**src/rtl/pipeline_exec_controller_if.sv**
```systemverilog
// pipeline_exec_controller_if: host command and pipeline control bundle for the execution controller
interface pipeline_exec_controller_if #(
    parameter int CYCLE_W = 32
);
    logic               cmd_valid;
    logic [1:0]         cmd;
    logic               cmd_ready;
    logic               halt_in_wb;
    logic               pipe_en;
    logic               pipe_flush;
    logic               busy;
    logic               done;
    logic               timeout;
    logic [CYCLE_W-1:0] cycle_count;
    logic [2:0]         state;
    modport master (
        output cmd_valid, cmd, halt_in_wb,
        input  cmd_ready, pipe_en, pipe_flush, busy, done, timeout, cycle_count, state
    );
    modport slave (
        input  cmd_valid, cmd, halt_in_wb,
        output cmd_ready, pipe_en, pipe_flush, busy, done, timeout, cycle_count, state
    );
endinterface

```
**src/rtl/pipeline_exec_controller.sv**
```systemverilog
// pipeline_exec_controller: run/step/abort sequencing, global enable/flush, cycle counter and watchdog
module pipeline_exec_controller #(
    parameter int CYCLE_W    = 32,
    parameter int MAX_CYCLES = 1000000
) (
    input logic                        clk,
    input logic                        reset_n,
    pipeline_exec_controller_if.slave  bus
);
    typedef enum logic [2:0] {IDLE, INIT, RUN, STEP_WAIT, STEP_EXEC, DONE} stateT;
    localparam logic [1:0] CMD_RUN = 2'b00, CMD_STEP_MODE = 2'b01, CMD_STEP = 2'b10, CMD_ABORT = 2'b11;
    stateT              stateQ, stateD;
    logic               stepModeQ, stepModeD;
    logic               timeoutQ, timeoutD;
    logic [CYCLE_W-1:0] countQ, countD;
    logic               start, abort, cmdRun, cmdStep, wdHit;
    logic [CYCLE_W-1:0] countInc;
    assign cmdRun   = bus.cmd_valid && bus.cmd == CMD_RUN;
    assign cmdStep  = bus.cmd_valid && bus.cmd == CMD_STEP;
    assign abort    = bus.cmd_valid && bus.cmd == CMD_ABORT;
    assign start    = bus.cmd_valid && (bus.cmd == CMD_RUN || bus.cmd == CMD_STEP_MODE);
    assign countInc = countQ + 1'b1;
    assign wdHit    = MAX_CYCLES != 0 && countInc == CYCLE_W'(MAX_CYCLES);
    always_ff @(posedge clk) begin
        if (!reset_n) begin
            stateQ    <= IDLE;
            stepModeQ <= 1'b0;
            timeoutQ  <= 1'b0;
            countQ    <= '0;
        end else begin
            stateQ    <= stateD;
            stepModeQ <= stepModeD;
            timeoutQ  <= timeoutD;
            countQ    <= countD;
        end
    end
    always_comb begin
        stateD    = stateQ;
        stepModeD = stepModeQ;
        timeoutD  = timeoutQ;
        countD    = countQ;
        case (stateQ)
            IDLE, DONE: begin
                // counters are cleared on entry so INIT already shows the fresh values
                if (start) begin
                    stateD    = INIT;
                    stepModeD = bus.cmd == CMD_STEP_MODE;
                    countD    = '0;
                    timeoutD  = 1'b0;
                end else if (abort) begin
                    stateD   = IDLE;
                    timeoutD = 1'b0;
                end
            end
            INIT: stateD = stepModeQ ? STEP_WAIT : RUN;
            RUN, STEP_EXEC: begin
                countD = countInc;
                if (abort) stateD = IDLE;
                else if (bus.halt_in_wb) stateD = DONE;
                else if (wdHit) begin
                    stateD   = DONE;
                    timeoutD = 1'b1;
                end else stateD = stateQ == RUN ? RUN : STEP_WAIT;
            end
            STEP_WAIT: stateD = cmdStep ? STEP_EXEC : cmdRun ? RUN : abort ? IDLE : STEP_WAIT;
            default: stateD = IDLE;
        endcase
    end
    assign bus.cmd_ready   = 1'b1;
    assign bus.pipe_en     = stateQ == RUN || stateQ == STEP_EXEC;
    assign bus.pipe_flush  = stateQ == INIT;
    assign bus.busy        = stateQ == INIT || stateQ == RUN || stateQ == STEP_WAIT || stateQ == STEP_EXEC;
    assign bus.done        = stateQ == DONE;
    assign bus.timeout     = timeoutQ;
    assign bus.cycle_count = countQ;
    assign bus.state       = stateQ;
endmodule

```
**src/flat_wrapper.sv**
```systemverilog
// flat-port wrapper written by rule: the top's interface ports become plain ports
module pipeline_exec_controller_flat 
#(
    parameter int CYCLE_W    = 32,
    parameter int MAX_CYCLES = 1000000
)
  (clk, reset_n, bus_cmd_valid, bus_cmd, bus_halt_in_wb, bus_cmd_ready, bus_pipe_en, bus_pipe_flush, bus_busy, bus_done, bus_timeout, bus_cycle_count, bus_state);
  pipeline_exec_controller_if #(.CYCLE_W(CYCLE_W)) bus_i ();
  input logic clk;
  input logic reset_n;
  input wire logic [$bits(bus_i.cmd_valid)-1:0] bus_cmd_valid;
  input wire logic [$bits(bus_i.cmd)-1:0] bus_cmd;
  input wire logic [$bits(bus_i.halt_in_wb)-1:0] bus_halt_in_wb;
  output wire logic [$bits(bus_i.cmd_ready)-1:0] bus_cmd_ready;
  output wire logic [$bits(bus_i.pipe_en)-1:0] bus_pipe_en;
  output wire logic [$bits(bus_i.pipe_flush)-1:0] bus_pipe_flush;
  output wire logic [$bits(bus_i.busy)-1:0] bus_busy;
  output wire logic [$bits(bus_i.done)-1:0] bus_done;
  output wire logic [$bits(bus_i.timeout)-1:0] bus_timeout;
  output wire logic [$bits(bus_i.cycle_count)-1:0] bus_cycle_count;
  output wire logic [$bits(bus_i.state)-1:0] bus_state;
  assign bus_i.cmd_valid = bus_cmd_valid;
  assign bus_i.cmd = bus_cmd;
  assign bus_i.halt_in_wb = bus_halt_in_wb;
  assign bus_cmd_ready = bus_i.cmd_ready;
  assign bus_pipe_en = bus_i.pipe_en;
  assign bus_pipe_flush = bus_i.pipe_flush;
  assign bus_busy = bus_i.busy;
  assign bus_done = bus_i.done;
  assign bus_timeout = bus_i.timeout;
  assign bus_cycle_count = bus_i.cycle_count;
  assign bus_state = bus_i.state;
  pipeline_exec_controller #(.CYCLE_W(CYCLE_W), .MAX_CYCLES(MAX_CYCLES)) u_core (.clk(clk), .reset_n(reset_n), .bus(bus_i));
endmodule
```
**config.mk**
```make
export PLATFORM = sky130hd
export DESIGN_NAME = pipeline_exec_controller_flat
export DESIGN_NICKNAME = d
export VERILOG_FILES = /design/src/rtl/pipeline_exec_controller_if.sv /design/src/rtl/pipeline_exec_controller.sv /design/src/flat_wrapper.sv
export SDC_FILE = /design/constraint.sdc
export NUM_CORES = 1
export LEC_CHECK = 0
export ABC_AREA = 0
export CAP_MARGIN = 20
export CORE_AREA = 4 4 82 84
export DETAILED_ROUTE_END_ITERATION = 7
export DIE_AREA = 0 0 86 88
export PLACE_DENSITY = 0.76
export SETUP_SLACK_MARGIN = 0.4
export SYNTH_ARGS = -nofsm -noshare
export SYNTH_HDL_FRONTEND = slang
export SYNTH_SLANG_ARGS = --single-unit
```
**constraint.sdc**
```tcl
create_clock -name clk -period 2.47 [get_ports clk]
set_input_delay 0.247 -clock clk [delete_from_list [all_inputs] [get_ports clk]]
set_output_delay 0.247 -clock clk [all_outputs]
set_load 0.01 [all_outputs]
```
==> results of run 1 <==
==> synth_stat cells (3+ instances only) <==
| cell | count | area, sq um |
|---|---|---|
| a21boi_0 | 8 | 60.1 |
| a21oi_1 | 24 | 120 |
| a31oi_1 | 8 | 50.1 |
| and2_1 | 8 | 50.1 |
| and3_1 | 5 | 31.3 |
| buf_2 | 3 | 15.0 |
| clkbuf_1 | 21 | 78.8 |
| dfxtp_1 | 37 | 741 |
| inv_1 | 7 | 26.3 |
| mux2i_1 | 4 | 40.0 |
| nand2_1 | 27 | 101 |
| nand2b_1 | 5 | 31.3 |
| nand3_1 | 21 | 105 |
| nand4_1 | 16 | 100 |
| nor2_1 | 30 | 113 |
| nor2b_1 | 7 | 43.8 |
| nor3_1 | 16 | 80.1 |
| nor4_1 | 12 | 75.1 |
| o211ai_1 | 3 | 22.5 |
| o21a_1 | 4 | 30.0 |
| o21ai_0 | 39 | 195 |
| o311a_1 | 3 | 30.0 |
| or2_2 | 4 | 25.0 |
| or3_1 | 8 | 50.1 |
| xnor2_1 | 6 | 52.6 |
| xor2_1 | 6 | 52.6 |
==> where the power goes <==
| part | internal [W] | switching [W] |
|---|---|---|
| Clock | 0.000228 | 0.000229 |
| Sequential | 0.000590 | 0.00000792 |
| Combinational | 0.0000808 | 0.000116 |
==> sequential cells by signal (all words and copies together) (netlist names) <==
signal / cells
u_core.stepModeQ: 1
u_core.bus.cycle_count: 32
u_core.bus.state: 3
u_core.bus.timeout: 1
==> through the flow <==
step                      hold slack, ps  worst slack, ps
after floorplan                      416              106
after global routing                 514             -183
after global placement               482             12.3
after CTS                            502             21.4
after detailed placement             476            -73.2
final                                502             -120
==> cells by family (layout without fill, tap and decap cells) <==
group	Yosys count	after routing
buf+inv	37	133
simple gates	177	177
mux	4	4
fa+ha+maj	1	1
xor+xnor	12	12
compound gates	100	100
flops	37	37
other cells	1	1
==> cell type report <==
class / count / area (sq um)
Clock buffer: 8 / 90.1
Multi-Input combinational cell: 295 / 1970
Timing Repair Buffer: 118 / 1040
Tap cell: 75 / 93.8
Fill cell: 467 / 1910
Sequential cell: 37 / 786
Inverter: 7 / 26.3
==> repair_timing <==
action	CTS	global route
setup endpoints to repair	10	21
buffers inserted	13	13
gates resized for setup	17	51
pin swaps	15	24
hold endpoints to repair	0	0
cloned	0	0
==> path summary, 6_finish.rpt <==
kind,from,endpoint,slack (ps),depth (start not counted)
min reg2reg,u_core.bus.cycle_count[9]$_SDFFE_PN0P_,u_core.bus.cycle_count[9]$_SDFFE_PN0P_,500,1
max reg2reg,u_core.bus.cycle_count[1]$_SDFFE_PN0P_,u_core.bus.state[0]$_SDFFE_PN0N_,-120,12
max,u_core.bus.cycle_count[1]$_SDFFE_PN0P_,u_core.bus.state[0]$_SDFFE_PN0N_,-120,12
min,u_core.bus.cycle_count[9]$_SDFFE_PN0P_,u_core.bus.cycle_count[9]$_SDFFE_PN0P_,500,1
==> routing by layer <==
metal / part of all wire / vias to the layer above / GRT usage
met5: 0 / - / 0
met1: 0.41 / 1599 / 0.304
met3: 0.075 / 36 / 0.0395
met4: 0.029 / 0 / 0.0763
met2: 0.49 / 179 / 0.385
li1: - / 1541 / -
==> run summary, run 1 <==
Ys async rst share -> 0
Warnings, synthesis -> 0
CP peak stage delay -> 420 ps
Worst EP required -> 2700 ps
Setup-failing EPs final -> 4
Number of global-route vias before repair -> 3020
DR DRC count -> 0
GPL Wtd Cong -> 0.885
GRT Resource Usage Total -> 0.231
Synth Flop Type -> dfxtp_1
Via count -> 3355
Xor and xnor area share after synthesis -> 0.0395
Worst min path class -> flip-flop to flip-flop
Number of buffers created by CTS -> 5
Grt total ovfl -> 0
Post-layout util -> 0.677
DRT iter0 DRCs -> 402
Final Routed Wirelength -> 9.40 mm
Worst Path Arrival -> 2820 ps
Nets -> 471
Final hold vios -> 0
Area growth syn-to-layout -> 50.5%
Avg WL per Cell -> 17.4 microns
Power Density -> 312 mW/mm^2
Post-route cell area -> 0.00401 sq mm
Commonest non-fill, non-tap cell in the layout -> buf_4
Final Slew Violations -> 0
CP Cell Sequence -> ha_4 -> nand3_4 -> buf_4 -> buf_4 -> nor4_1 -> nand3_1 -> o21ai_0 -> nand4_1 -> nor4_4 -> buf_4 -> nor4b_4 -> nor3b_2
Mux contribution to synthesized area -> 0.0150
Clk sinks -> 37
Die area -> 0.00757 sq mm
Number of synthesized flops with an enable pin -> 0
Drt pass-1 iters -> 5
Num rows -> 28
Initial antenna violation count -> 0
Detail-routed via count per cell -> 6.21
Crit Path Class -> flip-flop to flip-flop
Setup total negative slack -> -323 ps
Critical path launch point type -> flip-flop
Yosys cell types -> 55
Hold-fix buffers at CTS -> 0
Mapped Cells -> 369
First-pass GRT wire length -> 14.3 mm
Critical-path top delay cell -> nor4_1
Die width -> 86 microns
Tcrit/Tclk final -> 1.05
Skew final -> 8.46 ps
Finished Layout Cells -> 540
Largest net degree at the start of global routing -> 38
Remaining antenna violation count -> 0
Synth Area per Inst -> 7.22 sq um
CTS clock-pin slew for the worst setup and hold paths -> 80 ps
Static leakage -> 1.50 nW
Worst-Skew Late Latency -> 300 ps
ANT cells -> 0
Maximum level of the CTS H-tree -> 2
Crit. End Element -> flip-flop
Run status -> complete, but fails checks
Clk root buf -> clkbuf_8
Synth Area in Adders -> 0.00470
Max VDD drop -> 0.263 mV
Number of placed instances, taps included -> 506
Core area -> 0.00592 sq mm
PnR worst setup slack -> -120 ps
Peak Freq -> 386 MHz
Maxcap violations -> 0
Die H -> 88 microns
Crit path buffers/inverters -> 3
Simple logic cell fraction of the synthesized area -> 0.377
RSZ-0062 raised after global routing -> yes
# IOs -> 47
FF+latch count, synth -> 37
PortBufs -> 45
Initial core utilization -> 0.450
Syn Std Cell Area -> 0.00266 sq mm
Layout cell share with drive strength beyond 1 -> 0.290
Compound-cell area share of the yosys netlist -> 0.225
TritonCTS clock tree -> built
Failing checks -> setup timing
Fin crit period -> 2590 ps
Seq/Total Area, Yosys -> 0.278
Crit path max fanout -> 4
Placed Area -> 0.00350 sq mm
Main combinational cell family by area after synthesis -> simple AND/OR/NAND/NOR gates
Most used cell, CP -> buf_4
Crit-path leading delay family -> simple AND/OR/NAND/NOR gates
Total power -> 0.00125 W
CTS max path bufs -> 2
Syn nets -> 376
Final HPWL from detailed placement -> 5.89 mm
Commonest cells after routing, fill and taps aside -> buf_4 (61), clkdlybuf4s50_1 (45), nor2_1 (28)
No activity file was read; power rests on OpenSTA's default activity.
==> run 2: changes to the inputs <==
--- a/config.mk
+++ b/config.mk
@@ -11,7 +11,6 @@
 export DETAILED_ROUTE_END_ITERATION = 7
 export DIE_AREA = 0 0 86 88
 export PLACE_DENSITY = 0.76
-export SETUP_SLACK_MARGIN = 0.4
 export SYNTH_ARGS = -nofsm -noshare
 export SYNTH_HDL_FRONTEND = slang
 export SYNTH_SLANG_ARGS = --single-unit
==> run summary, run 2 (same netlist as run 1, synthesis figures left out) <==
Run status -> completed
Setup-failing EPs final -> 0
GRT Resource Usage Total -> 0.236
Worst-Skew Late Latency -> 300 ps
Worst Path Arrival -> 2620 ps
Maximum level of the CTS H-tree -> 2
Crit-path leading delay family -> simple AND/OR/NAND/NOR gates
Crit path max fanout -> 7
Worst-margin pin slew -> 496 ps
Detail-routed via count per cell -> 6.05
TritonCTS clock tree -> built
Final hold slack -> 516 ps
Fin crit period -> 2420 ps
Largest net degree at the start of global routing -> 17
GPL Wtd Cong -> 0.999
Max VDD drop -> 0.206 mV
CTS clock-pin slew for the worst setup and hold paths -> 70 ps
CP Cell Sequence -> ha_4 -> nand3_4 -> nor4_4 -> buf_4 -> a21oi_2 -> a211oi_2 -> nand4b_1 -> nor4_4 -> nor4_1 -> o21a_1
CP peak stage delay -> 440 ps
Placed Area -> 0.00355 sq mm
Tcrit/Tclk final -> 0.981
Crit. End Element -> flip-flop
Grt total ovfl -> 0
Skew final -> 10.7 ps
Via count -> 3256
Final HPWL from detailed placement -> 6.41 mm
Most used cell, CP -> nor4_4
Total power -> 0.00121 W
Crit Path Class -> flip-flop to flip-flop
Commonest cells after routing, fill and taps aside -> buf_4 (69), clkdlybuf4s50_1 (45), o21ai_0 (38)
DR DRC count -> 0
Commonest non-fill, non-tap cell in the layout -> buf_4
Area growth syn-to-layout -> 46.3%
Num rows -> 28
Die width -> 86 microns
Number of buffers created by CTS -> 5
Core area -> 0.00592 sq mm
Filler instances -> 512
Die H -> 88 microns
Avg WL per Cell -> 16.9 microns
First-pass GRT wire length -> 14.2 mm
Initial antenna violation count -> 0
Initial core utilization -> 0.450
Power Density -> 310 mW/mm^2
Max reg flops -> 32
Static leakage -> 1.48 nW
Clk sinks -> 37
Final hold vios -> 0
Number of global-route vias before repair -> 2912
PortBufs -> 45
Die area -> 0.00757 sq mm
Layout cell share with drive strength beyond 1 -> 0.281
Clk root buf -> clkbuf_8
Max transition margin -> 0.668
Drt pass-1 iters -> 5
Nets -> 470
DRT iter0 DRCs -> 293
# IOs -> 47
Final Slew Violations -> 0
Worst min path class -> flip-flop to flip-flop
Final Routed Wirelength -> 9.07 mm
Critical path launch point type -> flip-flop
Worst EP required -> 2670 ps
Remaining antenna violation count -> 0
Crit path buffers/inverters -> 1
Maxcap violations -> 0
Post-route cell area -> 0.00390 sq mm
Peak Freq -> 413 MHz
ANT cells -> 0
CTS max path bufs -> 2
RSZ-0062 raised after global routing -> yes
Critical-path top delay cell -> nor4_4
run 2: cell types whose count changed in the layout (fill, tap and decap cells not counted), moves of 3 or more:
cell | previous run | this run
dfxtp_4 | 11 | 6
dfxtp_1 | 23 | 17
nand3_2 | 5 | 1
o21ai_1 | 14 | 1
o21ai_0 | 24 | 38
buf_6 | 12 | 3
nand3_1 | 16 | 19
dfxtp_2 | 3 | 14
buf_4 | 61 | 69
run 2: path summary, 6_finish.rpt:
| check | start | to | slack, ps | cells past startpoint |
|---|---|---|---|---|
| max | u_core.bus.cycle_count[0]$_SDFFE_PN0P_ | u_core.bus.state[1]$_SDFFE_PN0N_ | 50 | 10 |
| min | u_core.bus.timeout$_SDFFE_PN0P_ | u_core.bus.timeout$_SDFFE_PN0P_ | 520 | 2 |
| max reg2reg | u_core.bus.cycle_count[0]$_SDFFE_PN0P_ | u_core.bus.state[1]$_SDFFE_PN0N_ | 50 | 10 |
| min reg2reg | u_core.bus.timeout$_SDFFE_PN0P_ | u_core.bus.timeout$_SDFFE_PN0P_ | 520 | 2 |
run 2: final cells by class:
cell class	count	area, sq um	area share
well taps	75	93.8	0.0241
multi-input cells	295	1920	0.492
clock inverters	1	5.00	0.00128
clock buffers	6	72.6	0.0186
inverters	7	26.3	0.00674
flip-flops and latches	37	781	0.200
repair buffers	117	1000	0.257
run 2: where the power goes:
group	switching, W	leakage [nW]	internal, W
sequential	0.0000108	0.310	0.000595
clock	0.000226	0.0410	0.000192
combinational	0.000109	1.13	0.0000750
run 2: what timing repair did:
action | CTS | global route
pin swaps | 4 | 15
setup endpoints to repair | 4 | 5
resized for setup | 8 | 40
buffers inserted | 3 | 10
hold buffers | 0 | 0
run 2: stage by stage:
stage | util | setup slack (ps) | TNS [ps] | instances
floorplan | - | 5.78 | 0 | 369
global placement | 0.599 | -95.0 | -189 | 518
detailed placement | 0.599 | -122 | -310 | 518
CTS | 0.622 | 5.77 | 0 | 528
global route | 0.658 | -132 | -245 | 538
finish | 0.658 | 46.9 | 0 | 538
run 2: worst reg2reg max path: stages (launching register included):
cell and delay, ps:
dfxtp_4 400, ha_4 170, nand3_4 80, nor4_4 290, buf_4 170, a21oi_2 50
a211oi_2 250, nand4b_1 200, nor4_4 440, nor4_1 80, o21a_1 170
run 2: per-layer routing:
layer | GRT usage | vias to the layer above | part of all wire
li1 | - | 1544 | -
met1 | 0.305 | 1528 | 0.41
met2 | 0.388 | 165 | 0.48
met3 | 0.0395 | 19 | 0.082
met4 | 0.102 | 0 | 0.024
met5 | 0 | - | 0
